[src/rtl/alu_writeback_stage_pkg.sv]
// Shared types and sizing for the execute/write-back stage and its register file.
package regfile_pkg;

   localparam int unsigned BIT_WIDTH        = 16;
   localparam int unsigned NUMBER_REGISTERS = 8;
   localparam int unsigned REGISTER_SELECT  = $clog2(NUMBER_REGISTERS);

   typedef logic [BIT_WIDTH-1:0]       word_t;
   typedef logic [REGISTER_SELECT-1:0] reg_addr_t;

   typedef enum logic [2:0] {
      OP_ADD = 3'b000,
      OP_SUB = 3'b001,
      OP_AND = 3'b010,
      OP_OR  = 3'b011,
      OP_XOR = 3'b100,
      OP_SHL = 3'b101,
      OP_SHR = 3'b110,
      OP_MUL = 3'b111
   } alu_op_e;

   typedef enum logic [1:0] {
      IDLE,
      EXEC,
      MUL
   } ex_state_e;

endpackage

[src/rtl/alu_writeback_stage_multiplier.sv]
// Iterative shift-add multiplier: one partial product per step, low BIT_WIDTH bits kept.
module shift_add_multiplier #(
   parameter int unsigned BIT_WIDTH = regfile_pkg::BIT_WIDTH
) (
   input  logic                 clk,
   input  logic                 rst_n,
   input  logic                 start,
   input  logic                 step,
   input  logic [BIT_WIDTH-1:0] a,
   input  logic [BIT_WIDTH-1:0] b,
   output logic [BIT_WIDTH-1:0] product,
   output logic                 done
);

   localparam int unsigned CW = (BIT_WIDTH > 1) ? $clog2(BIT_WIDTH) : 1;

   logic [BIT_WIDTH-1:0] mcand;
   logic [BIT_WIDTH-1:0] mplier;
   logic [BIT_WIDTH-1:0] acc;
   logic [BIT_WIDTH-1:0] acc_next;
   logic [CW-1:0]        count;

   // product includes the step in progress, so the final step's result is usable in the same cycle
   assign acc_next = mplier[0] ? (acc + mcand) : acc;
   assign product  = acc_next;
   assign done     = (count == '0);

   // load operands on start, then advance one multiplier bit per step
   always_ff @(posedge clk or negedge rst_n) begin
      if (!rst_n) begin
         mcand  <= '0;
         mplier <= '0;
         acc    <= '0;
         count  <= '0;
      end else if (start) begin
         mcand  <= a;
         mplier <= b;
         acc    <= '0;
         count  <= CW'(BIT_WIDTH - 1);
      end else if (step) begin
         acc    <= acc_next;
         mcand  <= mcand << 1;
         mplier <= mplier >> 1;
         if (count != '0) begin
            count <= count - CW'(1);
         end
      end
   end

endmodule

[src/rtl/alu_writeback_stage.sv]
// Execute/write-back stage: operand bypass, ALU / iterative MUL, registered write port.
module alu_writeback_stage
   import regfile_pkg::*;
#(
   parameter int unsigned BIT_WIDTH        = regfile_pkg::BIT_WIDTH,
   parameter int unsigned NUMBER_REGISTERS = regfile_pkg::NUMBER_REGISTERS,
   parameter int unsigned REGISTER_SELECT  = $clog2(NUMBER_REGISTERS)
) (
   input  logic                       clk,
   input  logic                       rst_n,
   input  logic                       in_valid,
   output logic                       in_ready,
   input  logic [2:0]                 in_op,
   input  logic [REGISTER_SELECT-1:0] in_rd,
   input  logic [REGISTER_SELECT-1:0] in_ra,
   input  logic [REGISTER_SELECT-1:0] in_rb,
   output logic [REGISTER_SELECT-1:0] rf_src_a,
   output logic [REGISTER_SELECT-1:0] rf_src_b,
   input  logic [BIT_WIDTH-1:0]       rf_data_a,
   input  logic [BIT_WIDTH-1:0]       rf_data_b,
   output logic                       rf_we,
   output logic [REGISTER_SELECT-1:0] rf_wdst,
   output logic [BIT_WIDTH-1:0]       rf_wdata,
   output logic                       wb_zero,
   output logic                       busy
);

   ex_state_e                  state;
   alu_op_e                    ex_op;
   logic [REGISTER_SELECT-1:0] ex_rd;
   logic [BIT_WIDTH-1:0]       ex_a;
   logic [BIT_WIDTH-1:0]       ex_b;
   logic [BIT_WIDTH-1:0]       alu_result;
   logic [BIT_WIDTH-1:0]       opnd_a;
   logic [BIT_WIDTH-1:0]       opnd_b;
   logic [BIT_WIDTH-1:0]       mul_product;
   logic                       mul_done;
   alu_op_e                    in_op_e;
   logic                       accept;
   logic                       mul_start;

   assign in_op_e   = alu_op_e'(in_op);
   assign in_ready  = (state != MUL);
   assign accept    = in_valid && in_ready;
   assign mul_start = accept && (in_op_e == OP_MUL);
   assign rf_src_a  = in_ra;
   assign rf_src_b  = in_rb;
   assign wb_zero   = rf_we && (rf_wdata == '0);
   assign busy      = (state != IDLE) || rf_we;

   shift_add_multiplier #(
      .BIT_WIDTH (BIT_WIDTH)
   ) u_mul (
      .clk     (clk),
      .rst_n   (rst_n),
      .start   (mul_start),
      .step    (state == MUL),
      .a       (opnd_a),
      .b       (opnd_b),
      .product (mul_product),
      .done    (mul_done)
   );

   // single-cycle ALU on the latched EX operands; MUL is produced by the multiplier instead
   always_comb begin
      alu_result = '0;
      unique case (ex_op)
         OP_ADD:  alu_result = ex_a + ex_b;
         OP_SUB:  alu_result = ex_a - ex_b;
         OP_AND:  alu_result = ex_a & ex_b;
         OP_OR:   alu_result = ex_a | ex_b;
         OP_XOR:  alu_result = ex_a ^ ex_b;
         OP_SHL:  alu_result = ex_a << ex_b[3:0];
         OP_SHR:  alu_result = ex_a >> ex_b[3:0];
         default: alu_result = '0;
      endcase
   end

   // operand bypass: in-flight EX result first, then the pending write-back, then the file
   always_comb begin
      opnd_a = rf_data_a;
      opnd_b = rf_data_b;
      if ((state == EXEC) && (ex_rd == in_ra)) begin
         opnd_a = alu_result;
      end else if (rf_we && (rf_wdst == in_ra)) begin
         opnd_a = rf_wdata;
      end
      if ((state == EXEC) && (ex_rd == in_rb)) begin
         opnd_b = alu_result;
      end else if (rf_we && (rf_wdst == in_rb)) begin
         opnd_b = rf_wdata;
      end
   end

   // EX FSM and operand latches
   always_ff @(posedge clk or negedge rst_n) begin
      if (!rst_n) begin
         state <= IDLE;
         ex_op <= OP_ADD;
         ex_rd <= '0;
         ex_a  <= '0;
         ex_b  <= '0;
      end else begin
         unique case (state)
            IDLE, EXEC: begin
               if (accept) begin
                  ex_op <= in_op_e;
                  ex_rd <= in_rd;
                  ex_a  <= opnd_a;
                  ex_b  <= opnd_b;
                  state <= (in_op_e == OP_MUL) ? MUL : EXEC;
               end else begin
                  state <= IDLE;
               end
            end
            MUL: begin
               if (mul_done) begin
                  state <= IDLE;
               end
            end
            default: state <= IDLE;
         endcase
      end
   end

   // write-back register: one-cycle write strobe per completed op
   always_ff @(posedge clk or negedge rst_n) begin
      if (!rst_n) begin
         rf_we    <= 1'b0;
         rf_wdst  <= '0;
         rf_wdata <= '0;
      end else begin
         rf_we <= 1'b0;
         if (state == EXEC) begin
            rf_we    <= 1'b1;
            rf_wdst  <= ex_rd;
            rf_wdata <= alu_result;
         end else if ((state == MUL) && mul_done) begin
            rf_we    <= 1'b1;
            rf_wdst  <= ex_rd;
            rf_wdata <= mul_product;
         end
      end
   end

endmodule
[config.mk]
export PLATFORM = sky130hd
export DESIGN_NAME = alu_writeback_stage
export DESIGN_NICKNAME = d
export VERILOG_FILES = /design/src/rtl/alu_writeback_stage_pkg.sv /design/src/rtl/alu_writeback_stage_multiplier.sv /design/src/rtl/alu_writeback_stage.sv
export SDC_FILE = /design/constraint.sdc
export NUM_CORES = 1
export LEC_CHECK = 0
export BUFFER_PORTS_ARGS = -buffer_cell sky130_fd_sc_hd__buf_4
export CORE_UTILIZATION = 35
export DETAILED_ROUTE_END_ITERATION = 10
export GPL_ROUTABILITY_DRIVEN = 0
export REMOVE_ABC_BUFFERS = 1
export SYNTH_ARGS = -nofsm -noshare
export SYNTH_HDL_FRONTEND = slang
export SYNTH_HIERARCHICAL = 1
export SYNTH_SLANG_ARGS = --single-unit
[constraint.sdc]
create_clock -name clk -period 8.6 [get_ports clk]
set_clock_uncertainty 0.05 [all_clocks]
set_input_delay 2.15 -clock clk [delete_from_list [all_inputs] [get_ports clk]]
set_output_delay 2.15 -clock clk [all_outputs]
set_load 0.005 [all_outputs]
Word level (Yosys, flattened, before mapping):

Cells that the tools add are included.

* word-level logic and storage cells: 82
* register bits after elaboration: 112
* output and inout port bits: 29
* input bits: 47

* multiplexer cells: 25
* equal/unequal tests: 15
* bitwise operators: 3
* reductions and logical operators: 21
* shift operators: 2
* add/subtract/negate cells: 4

Operators by type and width (count)
* 16-bit two-way mux: 13
* 16-bit case mux with 7 select lines: 1
* 16-bit adder: 2
* 16-bit bitwise AND: 1
* 16-bit zero test: 1
* 16-bit bitwise OR: 1
* 16-bit by 4-bit << shifter with 16-bit output: 1
* 16-bit by 4-bit >> shifter with 16-bit output: 1
* 16-bit subtractor: 1
* 16-bit XOR: 1
* 3-bit equality test: 4
* 3-bit equality test, second input constant: 4
* 4-bit two-way mux: 3
* 1-bit logical AND: 8
* 2-bit nonzero test: 4
* 3-bit by 2-bit equality test with 1-bit output, second input constant: 2
* 2-bit two-way mux: 3
* 3-bit two-way mux: 2
* 4-bit zero test: 1
* 2-bit != test, second input constant: 2
* 2-bit case mux with 2 select lines: 1
* 2-bit AND reduction: 2
* 4-bit nonzero test: 1
* 4-bit by 1-bit subtractor with 4-bit output, second input constant: 1
* 8 further kinds: 9

Depth between registers and ports, before layout:

* depth after elaboration: 5
* gate-level depth with buffers: 19
* mapped depth without buffers: 16

By module:

The synthesis kept the hierarchy.

Modules (own cells, without submodules)
* alu_writeback_stage: instances 1, seq. area each 1501.4 sq um, cells an instance 781, area an instance 6797.8 sq um
* shift_add_multiplier: instances 1, seq. area each 1301.2 sq um, cells an instance 347, area an instance 3248.1 sq um

Least setup slack after synthesis:

OpenSTA, ideal clock, no wires.

* kind: input to output
* start point: input port in_ra[0]
* end point: output port rf_src_a[0]
* data required time: 6.400 ns
* slack: 4.139 ns
* cell stages on the path: 1
* arrival time: 2.261 ns
* buffers on the path: 1
* cells stage by stage: buf_4

RTL lines
* start: declaration: line alu_writeback_stage.sv:15 `input logic [REGISTER_SELECT-1:0] in_ra,`
* end: declaration: line alu_writeback_stage.sv:17 `output logic [REGISTER_SELECT-1:0] rf_src_a,`

No word-level cell between the ends.

Worst setup path in the final report:

* start point: input port in_rb[0]
* end point: output port rf_src_b[0]

RTL lines
* start: declaration: line alu_writeback_stage.sv:16 `input logic [REGISTER_SELECT-1:0] in_rb,`
* end: declaration: line alu_writeback_stage.sv:18 `output logic [REGISTER_SELECT-1:0] rf_src_b,`

No word-level cell between the ends.

==> results.cfg <==
[cells_and_area]
nFillCells = 2825
final_common_cell = nand2_1
diodes = 0
stdcell_area_mm2 = 0.01113
syn2layout_area_growth_pct = 10.76
postLayoutCoreUtil_pct = 39.72
fin_nets = 1267
mostFrequentLayoutCells = 140 x nand2_1, 111 x dfrtp_1, 96 x mux2i_1
layout-drive-gt1-share_pct = 16.15

[power]
switchingPower_uw = 1729
internal-power_uw = 1892
ir_worst_vdd_mv = 0.1539
power_frac_comb_pct = 60.2
pwr-share-clk_pct = 11.9
power.density_mw_per_mm2 = 325.5
switching_share_pct = 47.74
p_leak_uw = 0.005047
p_seq_share_pct = 27.9

[place]
port_buffers = 75
dpl_cell_area_mm2 = 0.01083
place_ws_ns = 3.995
dp_hpwl_um = 23310

[cts]
cts_hold_buf = 0
h-tree-depth = 3
numCtsBuffers = 9
clkSinkCount = 112
cts_root_buf = clkbuf_16
cts_setup_buffers = 0
cts_tree = built
clockBufferDepth = 2
insertion_delay_ns = 0.36
clk_pin_slew_ns = 0.07
ctsResizeCount = 0

[critical_path]
path_buf_inv = 2
rr_startpoint = ex_b[3]
crit_type = in2out
r2r_cells = 15
crit_chain = buf_4 > buf_4
slowest_delay_ns = 0.13
slowest_stage = buf_4
critPathLaunchType = primary input
endpoint = rf_src_b[0]
worstPathArrival_ns = 2.40
cp-startpoint = in_rb[0]
required_ns = 6.40
cp_top_family = buffers and inverters
r2r_slack_ns = 4.28
critical_path_depth = 2
r2r-end = u_mul/mplier[11]
endpoint_kind = primary output
path_max_fanout = 3
cp_common_cell = buf_4

[yosys]
ys_seq_elements = 112
async_flop_share_pct = 100.0
ys_seq_area_share_pct = 27.90
ys.flop_type = dfrtp_1
yosysUniqueCellTypes = 78
synth_area_per_cell_um2 = 8.906
synthCells = 1128
syn_area_mm2 = 0.01005
ys_warn_count = 6
synth_edf_count = 0

[global_routing]
antenna_found_initial = 0
grt_pass1_wl_um = 49360
grt_remaining_overflow = 0
grt_pass1_vias = 8646
grt_max_degree = 80
track_usage_pct = 21.70

[sta]
finalWorstSetupSlack_ns = 3.995
tns_ns = 0
finalHoldViolations = 0
tightest_slew_ns = 0.9358
rsz0062_at_grt = no
post-route-min-period_ns = 4.605
fin_crit_sh_pct = 53.54
finalSetupViolCount = 0
slew_viol_final = 0
max_freq_mhz = 217.2
slew_headroom_pct = 37.61

[drt]
final_antenna_net_count = 0
drt_iter0_markers = 1008
finalWirelength_um = 31470
drc = 0
wl_per_cell_um = 20.49
viasPerCell = 5.892
dr.pass1.iters = 6
vias = 9050

[hold_path]
worst_hold_path_type = reg2reg

[floorplan]
die_area_mm2 = 0.02938
die_x_um = 171.4
ios = 76
initial_core_util_pct = 35.86
die_h_um = 171.4
core_mm2 = 0.02801
rows = 61

[flow_run]
drv_cap = 0

[status]
status = complete, no violations
[sequential cells by signal, indices dropped and copies added, names as in the netlist]
name          flops
ex_op             3
u_mul/mcand      16
u_mul/acc        16
ex_a             16
rf_we             1
rf_wdst           3
ex_b             16
state             2
u_mul/mplier     16
rf_wdata         16
u_mul/count       4
ex_rd             3
[cell usage after synthesis (4+ instances only)]
cell type / number / share of area [%]
o211ai_1: 14 / 1.0
mux4_1: 5 / 1.3
nor2_1: 76 / 2.8
nand4_1: 8 / 0.50
a22oi_1: 32 / 2.4
a31oi_1: 15 / 0.93
inv_1: 55 / 2.1
buf_1: 12 / 0.45
a21oi_1: 40 / 2.0
buf_2: 11 / 0.55
o31ai_1: 6 / 0.45
xor2_1: 8 / 0.70
buf_6: 4 / 0.45
o21a_1: 12 / 0.90
dfrtp_1: 112 / 28
and4_1: 6 / 0.52
mux4_2: 17 / 3.8
o221ai_1: 13 / 1.1
ha_1: 65 / 8.1
a211oi_1: 18 / 1.3
nor4_1: 7 / 0.44
o21ai_0: 75 / 3.7
nand2_1: 140 / 5.2
a211o_1: 4 / 0.35
o22a_1: 4 / 0.35
nor3_1: 12 / 0.60
buf_4: 8 / 0.60
clkbuf_1: 39 / 1.5
a21o_1: 11 / 0.82
nand3_1: 11 / 0.55
nand2b_1: 9 / 0.56
xnor2_1: 41 / 3.6
and3_1: 10 / 0.62
mux2_2: 36 / 4.0
o21bai_1: 5 / 0.37
a211oi_2: 4 / 0.50
o22ai_1: 18 / 1.1
mux2i_1: 96 / 9.6
nor2b_1: 6 / 0.37
[power by group through the flow]
stage               registers, uW  clock network, uW  logic (uW)
floorplan                     956                  0        1520
detailed placement           1010                  0        2150
CTS                          1000                441        2160
finish                       1010                431        2180
global route                 1040                461        2380
global placement             1010                  0        2110
[metal layers]
layer  global-route usage (%)  vias up  wire [um]
met1                    30.80     4375      14460
met5                        0        -          0
li1                         -     4191          -
met2                    33.41      416      14090
met3                    3.912       68       2104
met4                    6.250        0        811
[cells by family (layout without fill, tap and decap cells)]
family                   Yosys count  in the layout  share of synthesized area (%)
flip-flops                       112            112                          27.90
multiplexers                     156            156                          19.02
buffers and inverters            134            164                          5.916
AO/OA/AOI/OAI                    304            304                          20.49
XOR/XNOR                          49             49                          4.272
AND/OR/NAND/NOR                  306            306                          13.91
adder cells (fa/ha/maj)           67             67                          8.494
[metrics by stage]
step | hold WS, ns | power (uW) | instances
finish | 0.4984 | 3621 | 1536
global route | 0.5245 | 3882 | 1536
CTS | 0.5008 | 3604 | 1536
detailed placement | 0.4839 | 3158 | 1520
global placement | 0.4692 | 3118 | 1520
floorplan | 0.4494 | 2477 | 1050
[cell type report]
class	instances	area, um2	share of cell area [%]
clock buffer	10	229.0	2.058
multi-input combinational	882	6653	59.79
timing repair buffer	92	690.7	6.207
clock inverter	6	67.56	0.6072
inverter	56	210.2	1.889
tap	378	473.0	4.251
sequential	112	2804	25.20
[worst min path at each step]
stage                     slack (ns)            end           from  depth (start not counted)
after detailed placement        0.48   u_mul/acc[7]   u_mul/acc[7]                          2
after CTS                       0.50   u_mul/acc[7]   u_mul/acc[7]                          2
after floorplan                 0.45  u_mul/acc[13]  u_mul/acc[13]                          2
final                           0.50   u_mul/acc[9]   u_mul/acc[9]                          2
after global routing            0.52   u_mul/acc[7]   u_mul/acc[7]                          2
after global placement          0.47   u_mul/acc[7]   u_mul/acc[7]                          2
No activity file was read; power rests on OpenSTA's default activity.
